===== src/rtl/trap_unit.sv =====
// trap_unit: exception sequencer between the control unit and the PC register.
//
// Samples prioritised exception requests, redirects the PC to a per-cause vector,
// tracks the handler, and on return reloads the saved PC. A second exception while
// a handler is running is a double fault: the unit parks in HALT until Reset.
//
// Build option: define TRAP_UNIT_NEST_EN to allow one level of nesting. A second
// exception at level 1 saves the current epc/cause on a one-entry stack. A third
// exception, at level 2, is still a double fault.
//
// Ports
//   clk         in   rising-edge clock
//   Reset       in   synchronous, active-high reset
//   exc_req     in   [NCAUSE] exception request lines, bit 0 has the highest priority
//   exc_sample  in   qualifies exc_req for one cycle
//   pc_in       in   [XLEN] PC of the instruction being sampled
//   mret        in   return-from-handler request
//   pc_load     out  one-cycle PC load strobe
//   trap_pc     out  [XLEN] PC to load while pc_load is high, otherwise 0
//   epc_out     out  [XLEN] saved PC of the current trap level
//   cause_out   out  [XLEN] winning index + 1; 0 means no trap
//   busy        out  high in every state except IDLE
//   level       out  [2] current nesting depth
//   nested_err  out  sticky double-fault flag
module trap_unit #(
  parameter int unsigned      XLEN     = 64,
  parameter int unsigned      NCAUSE   = 4,
  parameter logic [XLEN-1:0]  VEC_BASE = 'hFF
) (
  input  logic              clk,
  input  logic              Reset,
  input  logic [NCAUSE-1:0] exc_req,
  input  logic              exc_sample,
  input  logic [XLEN-1:0]   pc_in,
  input  logic              mret,
  output logic              pc_load,
  output logic [XLEN-1:0]   trap_pc,
  output logic [XLEN-1:0]   epc_out,
  output logic [XLEN-1:0]   cause_out,
  output logic              busy,
  output logic [1:0]        level,
  output logic              nested_err
);

  typedef enum logic [2:0] {
    StIdle,
    StRedirect,
    StHandler,
    StReturn,
    StHalt
  } state_e;

  state_e          stateQ, stateD;
  logic [XLEN-1:0] epcQ, epcD;
  logic [XLEN-1:0] causeQ, causeD;
  logic [1:0]      levelQ, levelD;
  logic            nestedQ, nestedD;
`ifdef TRAP_UNIT_NEST_EN
  logic [XLEN-1:0] stackEpcQ, stackEpcD;
  logic [XLEN-1:0] stackCauseQ, stackCauseD;
`endif

  logic            excQual;
  logic [XLEN-1:0] winCause;

  assign excQual = exc_sample && (exc_req != '0);

  // Scan from the top so the lowest set index is the one left in winCause.
  always_comb begin
    winCause = '0;
    for (int i = int'(NCAUSE) - 1; i >= 0; i--) begin
      if (exc_req[i]) winCause = XLEN'(i + 1);
    end
  end

  // State register and trap context.
  always_ff @(posedge clk) begin
    if (Reset) begin
      stateQ      <= StIdle;
      epcQ        <= '0;
      causeQ      <= '0;
      levelQ      <= '0;
      nestedQ     <= 1'b0;
`ifdef TRAP_UNIT_NEST_EN
      stackEpcQ   <= '0;
      stackCauseQ <= '0;
`endif
    end else begin
      stateQ      <= stateD;
      epcQ        <= epcD;
      causeQ      <= causeD;
      levelQ      <= levelD;
      nestedQ     <= nestedD;
`ifdef TRAP_UNIT_NEST_EN
      stackEpcQ   <= stackEpcD;
      stackCauseQ <= stackCauseD;
`endif
    end
  end

  // Next-state logic.
  always_comb begin
    stateD      = stateQ;
    epcD        = epcQ;
    causeD      = causeQ;
    levelD      = levelQ;
    nestedD     = nestedQ;
`ifdef TRAP_UNIT_NEST_EN
    stackEpcD   = stackEpcQ;
    stackCauseD = stackCauseQ;
`endif
    unique case (stateQ)
      StIdle: begin
        if (excQual) begin
          epcD   = pc_in;
          causeD = winCause;
          levelD = 2'd1;
          stateD = StRedirect;
        end
      end
      StRedirect: stateD = StHandler;
      StHandler: begin
        // An exception takes precedence over a simultaneous mret.
        if (excQual) begin
`ifdef TRAP_UNIT_NEST_EN
          if (levelQ == 2'd1) begin
            stackEpcD   = epcQ;
            stackCauseD = causeQ;
            epcD        = pc_in;
            causeD      = winCause;
            levelD      = 2'd2;
            stateD      = StRedirect;
          end else begin
            nestedD = 1'b1;
            stateD  = StHalt;
          end
`else
          nestedD = 1'b1;
          stateD  = StHalt;
`endif
        end else if (mret) begin
          stateD = StReturn;
        end
      end
      StReturn: begin
`ifdef TRAP_UNIT_NEST_EN
        if (levelQ == 2'd2) begin
          epcD   = stackEpcQ;
          causeD = stackCauseQ;
          levelD = 2'd1;
          stateD = StHandler;
        end else begin
          epcD   = '0;
          causeD = '0;
          levelD = '0;
          stateD = StIdle;
        end
`else
        epcD   = '0;
        causeD = '0;
        levelD = '0;
        stateD = StIdle;
`endif
      end
      StHalt: stateD = StHalt;
      default: stateD = StIdle;
    endcase
  end

  // Outputs.
  always_comb begin
    pc_load = 1'b0;
    trap_pc = '0;
    unique case (stateQ)
      StRedirect: begin
        pc_load = 1'b1;
        trap_pc = VEC_BASE - (causeQ - XLEN'(1));
      end
      StReturn: begin
        pc_load = 1'b1;
        trap_pc = epcQ;
      end
      default: begin
        pc_load = 1'b0;
        trap_pc = '0;
      end
    endcase
  end

  assign busy       = (stateQ != StIdle);
  assign epc_out    = epcQ;
  assign cause_out  = causeQ;
  assign level      = levelQ;
  assign nested_err = nestedQ;

endmodule


===== config.mk =====
export PLATFORM = sky130hd
export DESIGN_NAME = trap_unit
export DESIGN_NICKNAME = d
export VERILOG_FILES = /design/src/rtl/trap_unit.sv
export SDC_FILE = /design/constraint.sdc
export NUM_CORES = 1
export LEC_CHECK = 0
export BUFFER_PORTS_ARGS = -buffer_cell sky130_fd_sc_hd__buf_2
export CAP_MARGIN = 40
export CORE_ASPECT_RATIO = 2
export CORE_MARGIN = 5
export CORE_UTILIZATION = 40
export CTS_CLUSTER_SIZE = 28
export DETAILED_ROUTE_END_ITERATION = 7
export PLACE_DENSITY = 0.77
export RECOVER_POWER = 25
export SYNTH_ARGS = -nofsm -noshare
export SYNTH_HDL_FRONTEND = slang
export SYNTH_SLANG_ARGS = --single-unit

===== constraint.sdc =====
create_clock -name clk -period 1.76 [get_ports clk]
set_input_delay 0.088 -clock clk [delete_from_list [all_inputs] [get_ports clk]]
set_output_delay 0.088 -clock clk [all_outputs]
set_load 0.05 [all_outputs]

==> results.yml, run 1 <==
clock_tree:
  cts_inserted_buffers: 9
  cts_setup_buffers: 0
  clock-root-buffer: "clkbuf_16"
  cts_tree: "built"
  cts_max_path_buffers: 2
  clk_pin_slew_ps: 50
  htree_num_levels: 3
  clkLatencyLatePin_ps: 320
  clkSinkCount: 72
worst_setup_path:
  r2r_start: "stateQ[0]"
  cp-startpoint: "cause_out[1]"
  slowest_stage: "dfxtp_2"
  crit_path_max_fanout: 3
  max_stage_delay_ps: 330
  cp_data_arrival_time_ps: 1610
  crit_family: "buffers and inverters"
  cp_num_buf_inv: 2
  criticalPathCategory: "flip-flop to primary output"
  critPathRequiredTime_ps: 1670
  cp-start-kind: "flip-flop"
  worstPathCellList: "inv_1, ha_2, ha_4, nand2b_1, a21oi_1, buf_2"
  crit_path_end_kind: "primary output"
floorplanning:
  dieArea_um2: 12280
  coreArea_um2: 9763
  rows: 51
  dieWidth_um: 80.89
  start_util_pct: 41.18
  fp.dieH_um: 151.8
  io_pins: 269
grt:
  use_met2_pct: 39.83
  grt_pass1_wl_um: 20380
  met1_usage_pct: 22.61
  grtUsageTotal_pct: 21.53
  grt_busiest_layer: "met2"
  antenna_found_initial: 0
  grt_max_degree: 49
  grt_overflow: 0
  met3_usage_pct: 3.254
  grt_pass1_vias: 4036
routing:
  route.vias.total: 4310
  firstDrtPassIters: 4
  wl_per_cell_um: 17.06
  drtAntennaViolNets: 0
  drc: 0
  avgViaCountPerCell: 5.288
  drt_iter0_drc: 267
  wirelength_um: 13900
synthesis:
  synth_top_family_by_area: "compound AO/OA/AOI/OAI gates"
  ys_ff_latch: 72
  synth_compound_area_share_pct: 24.09
  muxShareOfSynthArea_pct: 0.7470
  netlist_instances: 500
  synthSimpleGateAreaFrac_pct: 19.45
  synthDistinctLibCells: 31
  yosysSeqAreaShare_pct: 35.85
  avgSynthCellArea_um2: 8.040
  ys_warn_count: 0
  netlist_area_um2: 4020
  synth-xor-area-share_pct: 0
  synth_adder_area_share_pct: 0.6225
timing:
  drv_slew: 0
  hold_violations: 0
  slew_headroom_pct: 56.78
  setup_violations: 0
  max_slew.worst_pin.slew_ps: 651.1
  rsz0062_at_grt: "yes"
  fmax_mhz: 588.1
  hold_ws_ps: 11.55
  fin_worst_skew_ps: 7.613
  worst_slack_ps: 59.48
  layout_min_cycle_time_ps: 1701
  fin_crit_sh_pct: 96.62
worst_hold_path:
  hp-start: "pc_in[54]"
  hold_path.class: "input pin to flip-flop"
final_layout:
  drive_gt1_share_pct: 33.09
  final_common_cell: "buf_2"
  antenna_cells: 0
  syn_to_final_growth_pct: 34.39
  mostFrequentLayoutCells: "buf_2, dfxtp_1, a21oi_1, o211ai_1, nand3_1"
  final_core_util_pct: 55.34
  finalNetCount: 755
  fill_cells: 972
power_and_ir_drop:
  irDropWorstVdd_mv: 0.5092
  p_per_area_nw_per_um2: 971.2
  p_leak_nw: 2.602
place:
  gp_congestion: 0.8525
  hpwl_um: 10250
  pre_cts_slack_ps: 154.3
  port_buffers: 206
job:
  cap_violations: 0
run_status:
  outcome: "completed"
## worst paths after layout
check / to / slack [ps] / cells after the start
worst max register to register: epc_out[13] / 320 / 4
worst min register to register: nested_err / 470 / 2
worst max-delay path: trap_pc[8] / 60 / 6
worst min-delay path: epc_out[54] / 10 / 3
## routing by layer
layer / wire (um) / vias up
met4: 437 / 0
li1: - / 2048
met2: 7703 / 225
met5: 0 / -
met3: 1016 / 35
met1: 4743 / 2002
## worst reg2reg max path: cells and delay by family (launching register included)
| kind | cells | cell delay (ps) |
|---|---|---|
| AOI/OAI and AO/OA | 1 | 160 |
| buffers and inverters | 1 | 420 |
| DFF | 1 | 370 |
| and+or+nand+nor | 2 | 420 |
## final cells by class
class / count / area, um^2 / share of cell area, %
multi-input cells: 356 / 2111 / 39.07
flip-flops and latches: 72 / 1450 / 26.84
repair buffers: 230 / 1355 / 25.08
clock buffers: 12 / 246.5 / 4.562
well taps: 132 / 165.2 / 3.057
inverters: 12 / 45.04 / 0.8337
clock inverters: 1 / 30.03 / 0.5558
## sequential cells by signal, summed over array words and instances (netlist names)
name and cells:
epc_out 64, cause_out 3, stateQ 3, level 1, nested_err 1
## metrics by stage
stage | power, mW | cell area, um^2 | instances | setup TNS [ps]
after detailed placement | 3.529 | 4974 | 800 | 0
after floorplan | 3.216 | 4288 | 561 | -328.6
final | 5.247 | 5403 | 815 | 0
after CTS | 5.293 | 5383 | 815 | 0
after global placement | 3.499 | 4974 | 800 | 0
after global routing | 5.488 | 5403 | 815 | -29.15
## power breakdown
| group | leakage [nW] | internal, mW | switching [mW] |
|---|---|---|---|
| Sequential | 0.593 | 1.75 | 0.101 |
| Clock | 0.135 | 1.11 | 0.618 |
| Combinational | 1.87 | 0.375 | 1.29 |
## Yosys cell counts
| library cell | n | area share, % |
|---|---|---|
| o2111ai_1 | 1 | 0.22 |
| nand2b_1 | 3 | 0.47 |
| buf_2 | 21 | 2.6 |
| inv_2 | 1 | 0.093 |
| a21oi_1 | 71 | 8.8 |
| a211oi_1 | 1 | 0.19 |
| dfxtp_1 | 72 | 36 |
| and2_1 | 1 | 0.16 |
| nor3_2 | 1 | 0.25 |
| conb_1 | 1 | 0.093 |
| inv_1 | 11 | 1.0 |
| clkbuf_1 | 33 | 3.1 |
| o41ai_4 | 1 | 0.68 |
| nand4_1 | 2 | 0.31 |
| nor4_1 | 1 | 0.16 |
| nand3_1 | 65 | 8.1 |
| and3_1 | 55 | 8.6 |
| nand2_1 | 3 | 0.28 |
| o21ai_0 | 1 | 0.12 |
| o41ai_1 | 4 | 0.87 |
| nor2b_1 | 1 | 0.16 |
| ha_1 | 2 | 0.62 |
| buf_4 | 65 | 12 |
| mux2i_1 | 3 | 0.75 |
| a22oi_1 | 1 | 0.19 |
| buf_1 | 2 | 0.19 |
| nand3b_1 | 2 | 0.37 |
| a2111oi_2 | 1 | 0.37 |
| o41a_1 | 1 | 0.28 |
| o211ai_1 | 66 | 12 |
| nor2_1 | 7 | 0.65 |
## logic make-up after synthesis
logic type,Yosys count
AND/OR/NAND/NOR,141
other,1
adder cells (fa/ha/maj),2
AO/OA/AOI/OAI,148
buffers and inverters,133
multiplexers,3
flip-flops,72
## what timing repair did
action | CTS | global route
hold buffers | 2 | 0
pin swaps | 0 | 2
setup endpoints to repair | 61 | 62
endpoints found under the hold margin | 2 | 0
resized for setup | 44 | 17
(Power assumes the default switching activity.)
==> run 2, diff against run 1 <==
CORE_UTILIZATION = 42   (was 40)
PLACE_DENSITY = 0.8   (was 0.77)
==> results.yml, run 2 (synthesis gave the netlist of run 1 again) <==
place:
  hpwl_um: 10230
  port_buffers: 206
  placedCellCount: 775
  pre_cts_slack_ps: 220.8
  gp_congestion: 0.8269
timing:
  hold_violations: 0
  hold_ws_ps: 12.50
  setup_violations: 0
  slew_headroom_pct: 56.13
  worst_slack_ps: 65.73
  fin_crit_sh_pct: 96.27
  drv_slew: 0
  fmax_mhz: 590.2
  timing.setup.tns_ps: 0
  layout_min_cycle_time_ps: 1694
  rsz0062_at_grt: "no"
  max_slew.worst_pin.slew_ps: 660.9
  fin_worst_skew_ps: 4.290
power_and_ir_drop:
  seq_power_share_pct: 33.7
  pwr-share-clk_pct: 36.2
  combPwrFrac_pct: 30.2
  p_sw_share_pct: 37.51
  power_mw: 5.496
  p_leak_nw: 2.604
  internal_power_mw: 3.434
  p_per_area_nw_per_um2: 1035
  p_sw_mw: 2.061
  irDropWorstVdd_mv: 0.6436
routing:
  drc: 0
  firstDrtPassIters: 5
  wirelength_um: 13910
  drt_iter0_drc: 230
  drtAntennaViolNets: 0
  route.vias.total: 4400
  avgViaCountPerCell: 5.542
  wl_per_cell_um: 17.52
floorplanning:
  rows: 50
  dieWidth_um: 79.18
  coreArea_um2: 9384
  dieArea_um2: 11750
  start_util_pct: 42.84
  fp.dieH_um: 148.4
  io_pins: 269
run_status:
  outcome: "completed"
final_layout:
  drive_gt1_share_pct: 31.88
  syn_to_final_growth_pct: 32.06
  final_cells: 794
  mostFrequentLayoutCells: "buf_2, dfxtp_1, a21oi_1, o211ai_1, nand3_1"
  antenna_cells: 0
  finalNetCount: 759
  fill_cells: 934
  final_common_cell: "buf_2"
  largest_reg_flops: 64
clock_tree:
  clock-root-buffer: "clkbuf_16"
  clkLatencyLatePin_ps: 330
  clk_pin_slew_ps: 60
  cts_tree: "built"
  cts_inserted_buffers: 9
  clkSinkCount: 72
  cts_max_path_buffers: 2
  htree_num_levels: 3
worst_setup_path:
  cp_data_arrival_time_ps: 1610
  criticalPathCategory: "flip-flop to primary output"
  critPathRequiredTime_ps: 1670
  cp-start-kind: "flip-flop"
  crit_path_max_fanout: 4
  crit_path_end_kind: "primary output"
grt:
  antenna_found_initial: 0
  grt_max_degree: 58
  grt_overflow: 0
  grt_pass1_wl_um: 20800
  grtUsageTotal_pct: 22.13
  grt_pass1_vias: 4165
worst_hold_path:
  hold_path.class: "input pin to flip-flop"
job:
  cap_violations: 0
run 2: cell count changes in the layout (fill, tap and decap cells not counted), sizes merged:
cell    previous run  this run
clkbuf            51        59
buf              189       184
clkinv             0         3
bufinv             1         2
run 2: path summary, 6_finish.rpt:
check,startpoint,end,slack [ps],cells after the start
worst max register to register,stateQ[2],cause_out[0],230,5
worst max-delay path,cause_out[0],trap_pc[5],70,5
worst min-delay path,pc_in[62],epc_out[62],10,3
worst min register to register,nested_err,nested_err,480,2
run 2: layout make-up:
| cell class | count | area [um^2] | share of cell area [%] |
|---|---|---|---|
| Tap cell | 104 | 130.1 | 2.451 |
| Inverter | 12 | 45.04 | 0.8485 |
| Clock buffer | 11 | 252.7 | 4.761 |
| Clock inverter | 5 | 78.83 | 1.485 |
| Sequential cell | 72 | 1445 | 27.22 |
| Multi-Input combinational cell | 356 | 2083 | 39.24 |
| Timing Repair Buffer | 234 | 1274 | 23.99 |
run 2: power by group through the flow:
stage                     Sequential [mW]  Clock [mW]  Combinational [mW]
after global placement               1.87           0                1.63
final                                1.85        1.99                1.66
after floorplan                      2.26           0               0.958
after global routing                 1.86        2.08                1.75
after CTS                            1.85        2.04                1.67
after detailed placement             1.88           0                1.66
run 2: worst max-delay path, cell delays in order (launching register included):
cell     delay [ps]
dfxtp_2         320
buf_4           150
o41ai_1         360
buf_4           210
a21oi_2          40
buf_2           220
run 2: per-stage QoR:
step / utilization (%) / area (um^2)
after floorplan: - / 4288
after global placement: 52.87 / 4961
after detailed placement: 52.87 / 4961
after CTS: 56.81 / 5331
after global routing: 56.57 / 5309
final: 56.57 / 5309
run 2: timing repair:
item / CTS / global route
resized for setup: 6 / 11
hold buffers: 2 / 0
pin swaps: 0 / 1
hold endpoints to repair: 2 / 0
setup buffers: 0 / 1
setup endpoints to repair: 35 / 55
run 2: layer usage:
layer,part of all wire (%),global-route usage (%),up-vias
met1,35,23.65,2097
met4,3.2,10.41,0
met5,0,0,-
met3,6.3,3.030,34
met2,55,41.55,210
li1,-,-,2059
